**src/rtl/alu_mul_sequencer.sv**
```systemverilog
// rtl/alu_mul_sequencer.sv - shift-and-add multiplier that borrows the shared ALU for its ADD steps
module alu_mul_sequencer #(
  parameter int          WIDTH    = 32,
  parameter logic [2:0]  ADD_CODE = 3'b000
) (
  input  logic             clk,
  input  logic             rst_n,
  input  logic             start,
  input  logic [WIDTH-1:0] op_a,
  input  logic [WIDTH-1:0] op_b,
  output logic             busy,
  output logic             done,
  output logic [WIDTH-1:0] result,
  output logic             alu_req,
  output logic [2:0]       alu_ctrl,
  output logic [WIDTH-1:0] alu_src_a,
  output logic [WIDTH-1:0] alu_src_b,
  input  logic [WIDTH-1:0] alu_result
);

  typedef enum logic [1:0] {
    S_IDLE = 2'd0,
    S_RUN  = 2'd1,
    S_DONE = 2'd2
  } state_t;

  state_t             state_q, state_d;
  logic [WIDTH-1:0]   acc_q, acc_d;
  logic [WIDTH-1:0]   mcand_q, mcand_d;
  logic [WIDTH-1:0]   mplier_q, mplier_d;
  logic [WIDTH-1:0]   result_q, result_d;
  logic               busy_q, busy_d;
  logic               done_q, done_d;
  logic               alu_req_q, alu_req_d;
  logic [2:0]         alu_ctrl_q, alu_ctrl_d;
  logic [WIDTH-1:0]   alu_src_a_q, alu_src_a_d;
  logic [WIDTH-1:0]   alu_src_b_q, alu_src_b_d;

  // Next-state and next-output logic; ALU drive is registered, so it is computed
  // from the values acc/mcand will hold in the coming RUN cycle.
  always_comb begin
    state_d     = state_q;
    acc_d       = acc_q;
    mcand_d     = mcand_q;
    mplier_d    = mplier_q;
    result_d    = result_q;
    busy_d      = 1'b0;
    done_d      = 1'b0;
    alu_req_d   = 1'b0;
    alu_ctrl_d  = 3'b000;
    alu_src_a_d = '0;
    alu_src_b_d = '0;

    unique case (state_q)
      S_IDLE: begin
        if (start) begin
          state_d     = S_RUN;
          acc_d       = '0;
          mcand_d     = op_a;
          mplier_d    = op_b;
          busy_d      = 1'b1;
          alu_req_d   = 1'b1;
          alu_ctrl_d  = ADD_CODE;
          alu_src_a_d = '0;
          alu_src_b_d = op_a;
        end
      end

      S_RUN: begin
        busy_d = 1'b1;
        if (mplier_q == '0) begin
          // Multiplier exhausted: acc already holds the product.
          state_d  = S_DONE;
          result_d = acc_q;
          done_d   = 1'b1;
        end else begin
          // ALU sum is only taken when the current multiplier bit is set.
          if (mplier_q[0]) begin
            acc_d = alu_result;
          end
          mcand_d     = mcand_q << 1;
          mplier_d    = mplier_q >> 1;
          alu_req_d   = 1'b1;
          alu_ctrl_d  = ADD_CODE;
          alu_src_a_d = acc_d;
          alu_src_b_d = mcand_d;
        end
      end

      S_DONE: begin
        // start seen here is dropped; a new op needs start high again in IDLE.
        state_d = S_IDLE;
      end

      default: begin
        state_d = S_IDLE;
      end
    endcase
  end

  // State, datapath and output registers; reset aborts any operation in flight.
  always_ff @(posedge clk or negedge rst_n) begin
    if (!rst_n) begin
      state_q     <= S_IDLE;
      acc_q       <= '0;
      mcand_q     <= '0;
      mplier_q    <= '0;
      result_q    <= '0;
      busy_q      <= 1'b0;
      done_q      <= 1'b0;
      alu_req_q   <= 1'b0;
      alu_ctrl_q  <= 3'b000;
      alu_src_a_q <= '0;
      alu_src_b_q <= '0;
    end else begin
      state_q     <= state_d;
      acc_q       <= acc_d;
      mcand_q     <= mcand_d;
      mplier_q    <= mplier_d;
      result_q    <= result_d;
      busy_q      <= busy_d;
      done_q      <= done_d;
      alu_req_q   <= alu_req_d;
      alu_ctrl_q  <= alu_ctrl_d;
      alu_src_a_q <= alu_src_a_d;
      alu_src_b_q <= alu_src_b_d;
    end
  end

  assign busy      = busy_q;
  assign done      = done_q;
  assign result    = result_q;
  assign alu_req   = alu_req_q;
  assign alu_ctrl  = alu_ctrl_q;
  assign alu_src_a = alu_src_a_q;
  assign alu_src_b = alu_src_b_q;

endmodule

```
**config.mk**
```make
export PLATFORM = sky130hd
export DESIGN_NAME = alu_mul_sequencer
export DESIGN_NICKNAME = d
export VERILOG_FILES = /design/src/rtl/alu_mul_sequencer.sv
export SDC_FILE = /design/constraint.sdc
export NUM_CORES = 1
export LEC_CHECK = 0
export CAP_MARGIN = 15
export CORE_UTILIZATION = 45
export CTS_CLUSTER_DIAMETER = 80
export DETAILED_ROUTE_END_ITERATION = 10
export GPL_ROUTABILITY_DRIVEN = 0
export PLACE_DENSITY = 0.77
export REMOVE_ABC_BUFFERS = 1
export SYNTH_ARGS = -nofsm -noshare
export SYNTH_HDL_FRONTEND = slang
export SYNTH_SLANG_ARGS = --single-unit
export TNS_END_PERCENT = 20
```
**constraint.sdc**
```tcl
create_clock -name clk -period 1.85 [get_ports clk]
set_input_delay 0.37 -clock clk [delete_from_list [all_inputs] [get_ports clk]]
set_output_delay 0.37 -clock clk [all_outputs]
set_load 0.03 [all_outputs]
```
=== Yosys cells after proc, flatten, opt, wreduce, memory -nomap -nowiden ===
Cells that the tools add are included.

* Register bits after elaboration: 196
* Input bits: 99
* Output and inout bits: 102
* Logic and storage cells: 44

* Equality and inequality tests: 4
* Mux-type cells: 24
* Reductions and logical operators: 6

{| class="wikitable"
|+ Operators by type and width
! cell !! number
|-
| $mux W32 || 9
|-
| $pmux W32 S2 || 3
|-
| $mux W31 || 2
|-
| $pmux W31 S2 || 1
|-
| $logic_not A32 Y1 || 1
|-
| $ne A2 B2 Y1 const B || 3
|-
| $mux W1 || 4
|-
| $mux W2 || 2
|-
| $pmux W1 S2 || 2
|-
| $pmux W2 S2 || 1
|-
| $reduce_and A2 Y1 || 2
|-
| $reduce_and A3 Y1 || 1
|-
| $eq A2 B1 Y1 const B || 1
|-
| $logic_not A2 Y1 || 1
|-
| $reduce_bool A2 Y1 || 1
|}

=== Logic depth before layout (Yosys ltp) ===
Gate-level depths: netlist (run 1).

* Depth in word-level cells: 3
* Depth in mapped cells: 8
* Depth with buffers taken out: 4

=== Least setup slack after synthesis (run 1) ===
No wires, ideal clock.

* Path kind: reg2reg
* Start: reg mplier_q[0]
* End: reg result_q[10], in the netlist result[10]
* Arrival: 1.798 ns
* Setup slack: -0.073 ns
* Stages on the path, launching flop included: 8
* Buffers on the path: 3
* Period minus slack after synthesis: 1.923 ns
* Cells stage by stage: dfrtp_1 > buf_6 > nor4_2 > nand4_1 > buf_2 > nor3_4 > buf_6 > mux2_2

* Word-level cells in the longest chain between the ends: 2

{| class="wikitable"
|+ Ends and longest elaborated chain
! item !! RTL line !! RTL
|-
| start, declared || 30 || <nowiki>logic [WIDTH-1:0] mplier_q, mplier_d;</nowiki>
|-
| start signal, assigned || 119 || <nowiki>mplier_q <= mplier_d;</nowiki>
|-
| $logic_not A32 Y1 || 71 || <nowiki>if (mplier_q == '0) begin</nowiki>
|-
| $reduce_and A2 Y1 (no line) || n/a ||
|-
| end signal, assigned || 120 || <nowiki>result_q <= result_d;</nowiki>
|-
| end, declared || 31 || <nowiki>logic [WIDTH-1:0] result_q, result_d;</nowiki>
|}

Every way passes these cells.
A chain may end at the register's enable or synchronous reset.

=== Worst setup path in the final report (run 1) ===
* Start: reg mplier_q[17]
* End: reg mplier_q[5]

* Word-level cells in the longest chain between the ends: 3

{| class="wikitable"
|+ Ends and longest elaborated chain
! item !! RTL line
|-
| $logic_not A32 Y1 || 71
|-
| $ne A2 B2 Y1 (no line) || n/a
|-
| $reduce_and A3 Y1 (no line) || n/a
|}

Every way passes these cells.

==> results.txt, run 1 <==
----------------------------------------------------
[Outcome]
  Result of the run ... complete, but fails checks
  Violations in the final reports ... negative setup slack

[Detailed routing]
  DRC violation count after routing ... 0
  DR iter-0 viols ... 330
  Via/cell ratio ... 5.44
  Routed wirelength normalized by instance count ... 19.0 um
  Number of detailed-routing iterations run before antenna repair ... 5
  Antenna-violating nets left ... 0
  Sum of routed wire length over all layers ... 22000 um
  Overall via count from detail_route ... 6296

[GRT]
  Global-route wire length before repair ... 34100 um
  Initial antenna violation count ... 0
  Vias in the first global route ... 6562
  Pin count of the biggest net entering global routing ... 52
  Sum of overflow across all layers after global routing ... 0
  Total track usage ... 0.240

[Clock network]
  Clock slew at reported path FFs ... 0.07 ns
  Number of H-tree branching levels ... 4
  Clk Tree Root Cell ... clkbuf_16
  TritonCTS clock tree ... yes
  Maximum clock path buffer count ... 2
  Number of sinks handled by clock tree synthesis ... 196
  TritonCTS buffer count ... 17
  Insertion delay of the later-clocked pin in the worst-skew pair ... 0.43 ns

[Logic synthesis]
  Ranking of synthesized cells by area ... dfrtp_1 (61%), o211ai_1 (5.6%), mux2_2 (4.5%), nand2_1 (4.4%), mux2i_1 (4.0%)
  Syn_area_per_cell ... 11.6 sq um
  Post-synthesis compound-gate area fraction ... 0.153
  Multiplexer area fraction after synthesis ... 0.0844
  Share of the synthesized netlist area taken by xor and xnor gates ... 0
  Total standard cell area after synthesis ... 8060 sq um
  Post-synthesis share of cell area spent on full adders, half adders and majority gates ... 0
  Combinational family with the most area after synthesis ... compound AO/OA/AOI/OAI gates
  Post-synthesis instance total ... 693
  Share of the yosys chip area belonging to registers ... 0.608
  Count of synthesis-stage warnings from yosys ... 0
  Post-synthesis cell type count ... 27
  Register bit count reported by yosys ... 196
  Area share of the leading cell type in the synthesized netlist ... 0.608
  Basic-gate share of the synthesized area counting and, or, nand and nor cells ... 0.115
  Area leader, netlist ... dfrtp_1

[Timing]
  Number of endpoints with negative hold slack in the final report ... 0
  Achievable frequency ... 472 MHz
  Final total negative setup slack ... -22.13 ns
  Period utilisation layout ... 1.14
  Min setup slack post-route ... -0.267 ns
  Unrepaired setup endpoints after global routing ... yes
  Slew at the pin closest to its max-slew limit ... 0.633 ns
  Period minus WS final ... 2.12 ns
  Max-slew violation count ... 0
  # setup viols final ... 150
  Relative slew slack ... 0.578
  Clock skew ... 0.0153 ns

[Power and ir drop]
  Power density relative to cell area ... 1430 nW/um^2
  Sequential fraction of design power ... 0.397
  Clock share of power ... 0.226
  Combinational power share ... 0.377
  Cell-internal power ... 10.8 mW
  Power spent charging and discharging nets ... 5.83 mW
  Switching Share ... 0.350
  Static leakage power ... 5.71 nW
  Largest vdd supply drop ... 0.863 mV

[Finish]
  Final net count ... 1019
  Inserted Diodes ... 0
  Share of final-layout standard cells stronger than drive strength 1 ... 0.161
  Number of inserted filler cells in the final layout ... 1277
  Post-layout instance area ... 11700 sq um
  Area added between synthesis and finish ... 44.8%

[Floorplanning]
  Number of top-level pins ... 201
  Die width ... 136 um
  Area enclosed by the die boundary ... 18500 sq um
  Die Span Y ... 136 um
  Placeable core area ... 17400 sq um
  Starting utilization of the core area ... 0.463
  Cell Rows ... 48

[Min path]
  Kind of path behind the tightest hold check ... in2async

[Critical path]
  Classification of the worst setup path ... reg2reg
  Crit path DAT ... 2.41 ns
  Data required time at the worst endpoint ... 2.14 ns
  CP Max Fanout ... 16
  Crit path capture type ... register
  Launching element type of the critical path ... register

[Placement]
  Port Buffer Count ... 197
  Detail Placement HPWL ... 13600 um
  Dpl cell area ... 10700 sq um

[Flow run]
  Max Cap Violations ... 0

----------------------------------------------------
[metal layers]
layer / wire (um) / track usage / vias up
met1: 9330 / 0.312 / 3150
met3: 1960 / 0.0872 / 12
met4: 124 / 0.0494 / 0
met5: 0 / 0 / -
met2: 10600 / 0.387 / 221
li1: - / - / 2913
[worst max-delay path, cell delays in order, from the launching register on]
cell	delay [ns]
dfrtp_1	0.40
nor4_2	0.31
nand4_1	0.22
buf_6	0.19
buf_4	0.13
o21a_4	0.25
buf_12	0.16
o311a_1	0.32
[final timing paths]
check	startpoint	endpoint	slack [ns]	cells after the start
worst max-delay path	mplier_q[17]$_DFFE_PN0P_	mplier_q[5]$_DFFE_PN0P_	-0.27	7
worst min-delay path	rst_n	mplier_q[16]$_DFFE_PN0P_	0.46	2
worst max register to register	mplier_q[17]$_DFFE_PN0P_	mplier_q[5]$_DFFE_PN0P_	-0.27	7
worst min register to register	state_q[1]$_DFFE_PN0P_	busy$_DFF_PN0_	0.50	1
max in group asynchronous	rst_n	acc_q[8]$_DFFE_PN0P_	0.75	3
min in group clk	state_q[1]$_DFFE_PN0P_	busy$_DFF_PN0_	0.50	1
[cell usage after synthesis (all sizes together)]
cell type and n:
and2 2, mux2 32, o311a 31, and3 1, nand2b 32, mux2i 32
a31o 1, clkbuf 42, nand2 95, nor3 2, conb 1, nor2b 1
o21ai 33, a22o 33, nand4 2, o211ai 60, o21a 1, buf 21
nor2 67, nor4 8, dfrtp 196
[final cells by class]
type	count	area, sq um	share of cell area
multi-input combinational	436	3010	0.258
tap	225	282	0.0241
timing repair buffer	269	2870	0.246
clock inverter	14	165	0.0141
sequential	196	4910	0.420
clock buffer	18	439	0.0376
[power groups by stage]
stage	Sequential [mW]	Clock, mW	Combinational [mW]
floorplan	7.84	0	2.09
global placement	6.55	0	6.16
detailed placement	6.61	0	6.26
CTS	6.57	3.82	6.31
global route	6.77	3.99	6.78
finish	6.62	3.77	6.27
[kinds of logic (layout without fill, tap and decap cells)]
kind of cell,count (synthesis),after routing
simple gates,210,210
flops,196,196
compound gates,159,159
mux,64,64
buf+inv,63,301
other cells,1,3
[flip-flops by register name, indices dropped and copies added, names as in the netlist]
| signal | count |
|---|---|
| mcand_q | 31 |
| state_q | 2 |
| alu_src_b | 32 |
| busy | 1 |
| done | 1 |
| mplier_q | 32 |
| result | 32 |
| alu_req | 1 |
| acc_q | 32 |
| alu_src_a | 32 |
[through the flow]
stage | setup WS (ns) | hold WS, ns | std cells | power, mW | utilization
2_1_floorplan | -2.55 | 0.0744 | 632 | 9.93 | -
3_3_place_gp | -0.230 | 0.368 | 1117 | 12.7 | 0.613
3_5_place_dp | -0.251 | 0.372 | 1117 | 12.9 | 0.613
4_1_cts | -0.226 | 0.480 | 1154 | 16.7 | 0.655
5_1_grt | -0.295 | 0.501 | 1158 | 17.6 | 0.670
6_report | -0.267 | 0.459 | 1158 | 16.7 | 0.670
[cells in the final DEF, fill, tap and decap left out, types with 31 or more instances in the layout]
cell type        Yosys  routed
a22o_1              33      33
clkdlybuf4s50_1      0     142
buf_4                3      47
nand2_1             95      95
nand2b_1            32      32
o211ai_1            60      60
nor2_1              67      65
dfrtp_1            196     195
o311a_1             31      31
mux2i_1             32      32
[timing repair]
item / CTS / global route
pin swaps: 14 / 42
endpoints found under the setup margin: 177 / 190
hold endpoints to repair: 46 / 0
resized for setup: 40 / 63
gates cloned: 2 / 2
hold buffers: 1 / 0
setup buffers: 2 / 2
(Power assumes the default switching activity.)
==> run 2, diff against run 1 <==
CORE_MARGIN = 2   (was default)
==> run 2 against run 1 <==
Compared with the run above: the run still ends with negative setup slack left; hold slack gained 0.019 ns; routed wire length is 0.61% higher; sequential power about the same; sequential share of layout area increased by 0.22 points; largest power group unchanged.
==> results.txt, run 2 (same netlist as run 1, synthesis figures left out) <==
----------------------------------------------------
[Timing]
  Min setup slack post-route ... -0.174 ns
  Period minus WS final ... 2.02 ns
  Unrepaired setup endpoints after global routing ... yes
  Number of endpoints with negative hold slack in the final report ... 0
  Clock skew ... 0.00763 ns
  Period utilisation layout ... 1.09
  Max-slew violation count ... 0
  # setup viols final ... 98
  Achievable frequency ... 494 MHz

[Clock network]
  TritonCTS buffer count ... 17
  Clk Tree Root Cell ... clkbuf_16
  Clock slew at reported path FFs ... 0.07 ns
  TritonCTS clock tree ... yes
  Number of H-tree branching levels ... 4
  Insertion delay of the later-clocked pin in the worst-skew pair ... 0.43 ns
  Number of sinks handled by clock tree synthesis ... 196
  Maximum clock path buffer count ... 2

[Flow run]
  Max Cap Violations ... 0

[Finish]
  Share of final-layout standard cells stronger than drive strength 1 ... 0.165
  Commonest cells after routing, fill and taps aside ... dfrtp_1 (195), clkdlybuf4s50_1 (140), nand2_1 (95)
  Final net count ... 1024
  Area added between synthesis and finish ... 44.0%
  Most common cell after layout, fill and taps aside ... dfrtp_1
  Inserted Diodes ... 0
  Core Util, Final ... 0.667

[GRT]
  Sum of overflow across all layers after global routing ... 0
  Global-route wire length before repair ... 34300 um
  Total track usage ... 0.236
  Initial antenna violation count ... 1
  Vias in the first global route ... 6571
  Pin count of the biggest net entering global routing ... 52

[Detailed routing]
  DRC violation count after routing ... 0
  Antenna-violating nets left ... 0
  Sum of routed wire length over all layers ... 22100 um
  Via/cell ratio ... 5.57
  Routed wirelength normalized by instance count ... 19.0 um
  Overall via count from detail_route ... 6478
  Number of detailed-routing iterations run before antenna repair ... 7
  DR iter-0 viols ... 342

[Critical path]
  Slowest Stage Delay on Critical Path ... 0.40 ns
  Critical-path cell list ... nor4_2 -> nand4_1 -> buf_4 -> nor3_4 -> buf_4 -> buf_16 -> mux2_2
  Number of buffer and inverter stages on the critical path ... 3
  Library cell contributing the largest single delay on the critical path ... dfrtp_1
  Crit path top cell by count ... buf_4
  Crit path max-delay family ... simple AND/OR/NAND/NOR gates
  Data required time at the worst endpoint ... 2.17 ns
  Crit path DAT ... 2.34 ns
  Launching element type of the critical path ... register
  Crit path capture type ... register
  Classification of the worst setup path ... reg2reg
  CP Max Fanout ... 16

[Placement]
  Port Buffer Count ... 197
  Detail Placement HPWL ... 13500 um
  Worst setup slack before clock tree synthesis ... -0.222 ns

[Outcome]
  Violations in the final reports ... negative setup slack
  Result of the run ... complete, but fails checks

[Min path]
  Kind of path behind the tightest hold check ... in2async

[Power and ir drop]
  Power density relative to cell area ... 1440 nW/um^2
  Overall Power ... 16.7 mW
  Largest vdd supply drop ... 0.843 mV
  Static leakage power ... 5.70 nW

[Floorplanning]
  Die width ... 138 um
  Die Span Y ... 138 um
  Area enclosed by the die boundary ... 19000 sq um
  Number of top-level pins ... 201
  Cell Rows ... 48
  Placeable core area ... 17400 sq um
  Starting utilization of the core area ... 0.463

----------------------------------------------------
==> run 2: cell types whose count changed in the layout (fill, tap and decap cells not counted), moves of 3 or more <==
cell,delta
buf_4,+3
buf_12,-4
mux2_2,+28
mux2_4,-28
clkinv_4,-3
==> run 2: cell type report <==
type / instances / area, sq um
Clock buffer: 18 / 439
Sequential cell: 196 / 4910
Timing Repair Buffer: 274 / 2910
Multi-Input combinational cell: 436 / 2910
Tap cell: 225 / 282
Fill cell: 1291 / 5800
Clock inverter: 14 / 164
==> run 2: layer usage <==
metal,track usage,wire (um),share of wire
met1,0.304,9130,0.41
met2,0.374,10400,0.47
met3,0.0870,2250,0.10
met4,0.0709,322,0.015
met5,0,0,0
==> run 2: what timing repair did <==
action	in CTS	in global routing
hold buffers	1	0
pin swaps	8	22
setup endpoints to repair	183	200
cloned	3	4
resized for setup	38	41
endpoints found under the hold margin	46	0
buffers inserted	5	5
==> run 2: through the flow <==
| stage | hold WS [ns] | cell area, sq um | instances | TNS, ns |
|---|---|---|---|---|
| after floorplan | 0.0744 | 7750 | 632 | -410.11 |
| after global placement | 0.372 | 10600 | 1114 | -20.77 |
| after detailed placement | 0.373 | 10600 | 1114 | -20.38 |
| after CTS | 0.485 | 11400 | 1155 | -8.25 |
| after global routing | 0.499 | 11600 | 1163 | -21.46 |
| final | 0.478 | 11600 | 1163 | -8.02 |
==> run 2: final timing paths <==
check / from / endpoint / slack [ns] / depth (start not counted)
min reg2reg: state_q[1]$_DFFE_PN0P_ / busy$_DFF_PN0_ / 0.50 / 1
min in group clk: op_a[9] / alu_src_b[9]$_DFF_PN0_ / 0.50 / 3
min: rst_n / mplier_q[25]$_DFFE_PN0P_ / 0.48 / 2
max: mplier_q[3]$_DFFE_PN0P_ / result[18]$_DFFE_PN0P_ / -0.17 / 7
max in group asynchronous: rst_n / acc_q[29]$_DFFE_PN0P_ / 0.73 / 3
max reg2reg: mplier_q[3]$_DFFE_PN0P_ / result[18]$_DFFE_PN0P_ / -0.17 / 7
==> run 2: power breakdown <==
part	total (mW)	switching [mW]	internal [mW]	leakage, nW
Combinational	6.31	3.33	2.98	2.95
Clock	3.79	1.71	2.08	0.298
Sequential	6.61	0.826	5.78	2.45
Total	16.7	5.87	10.8	5.70
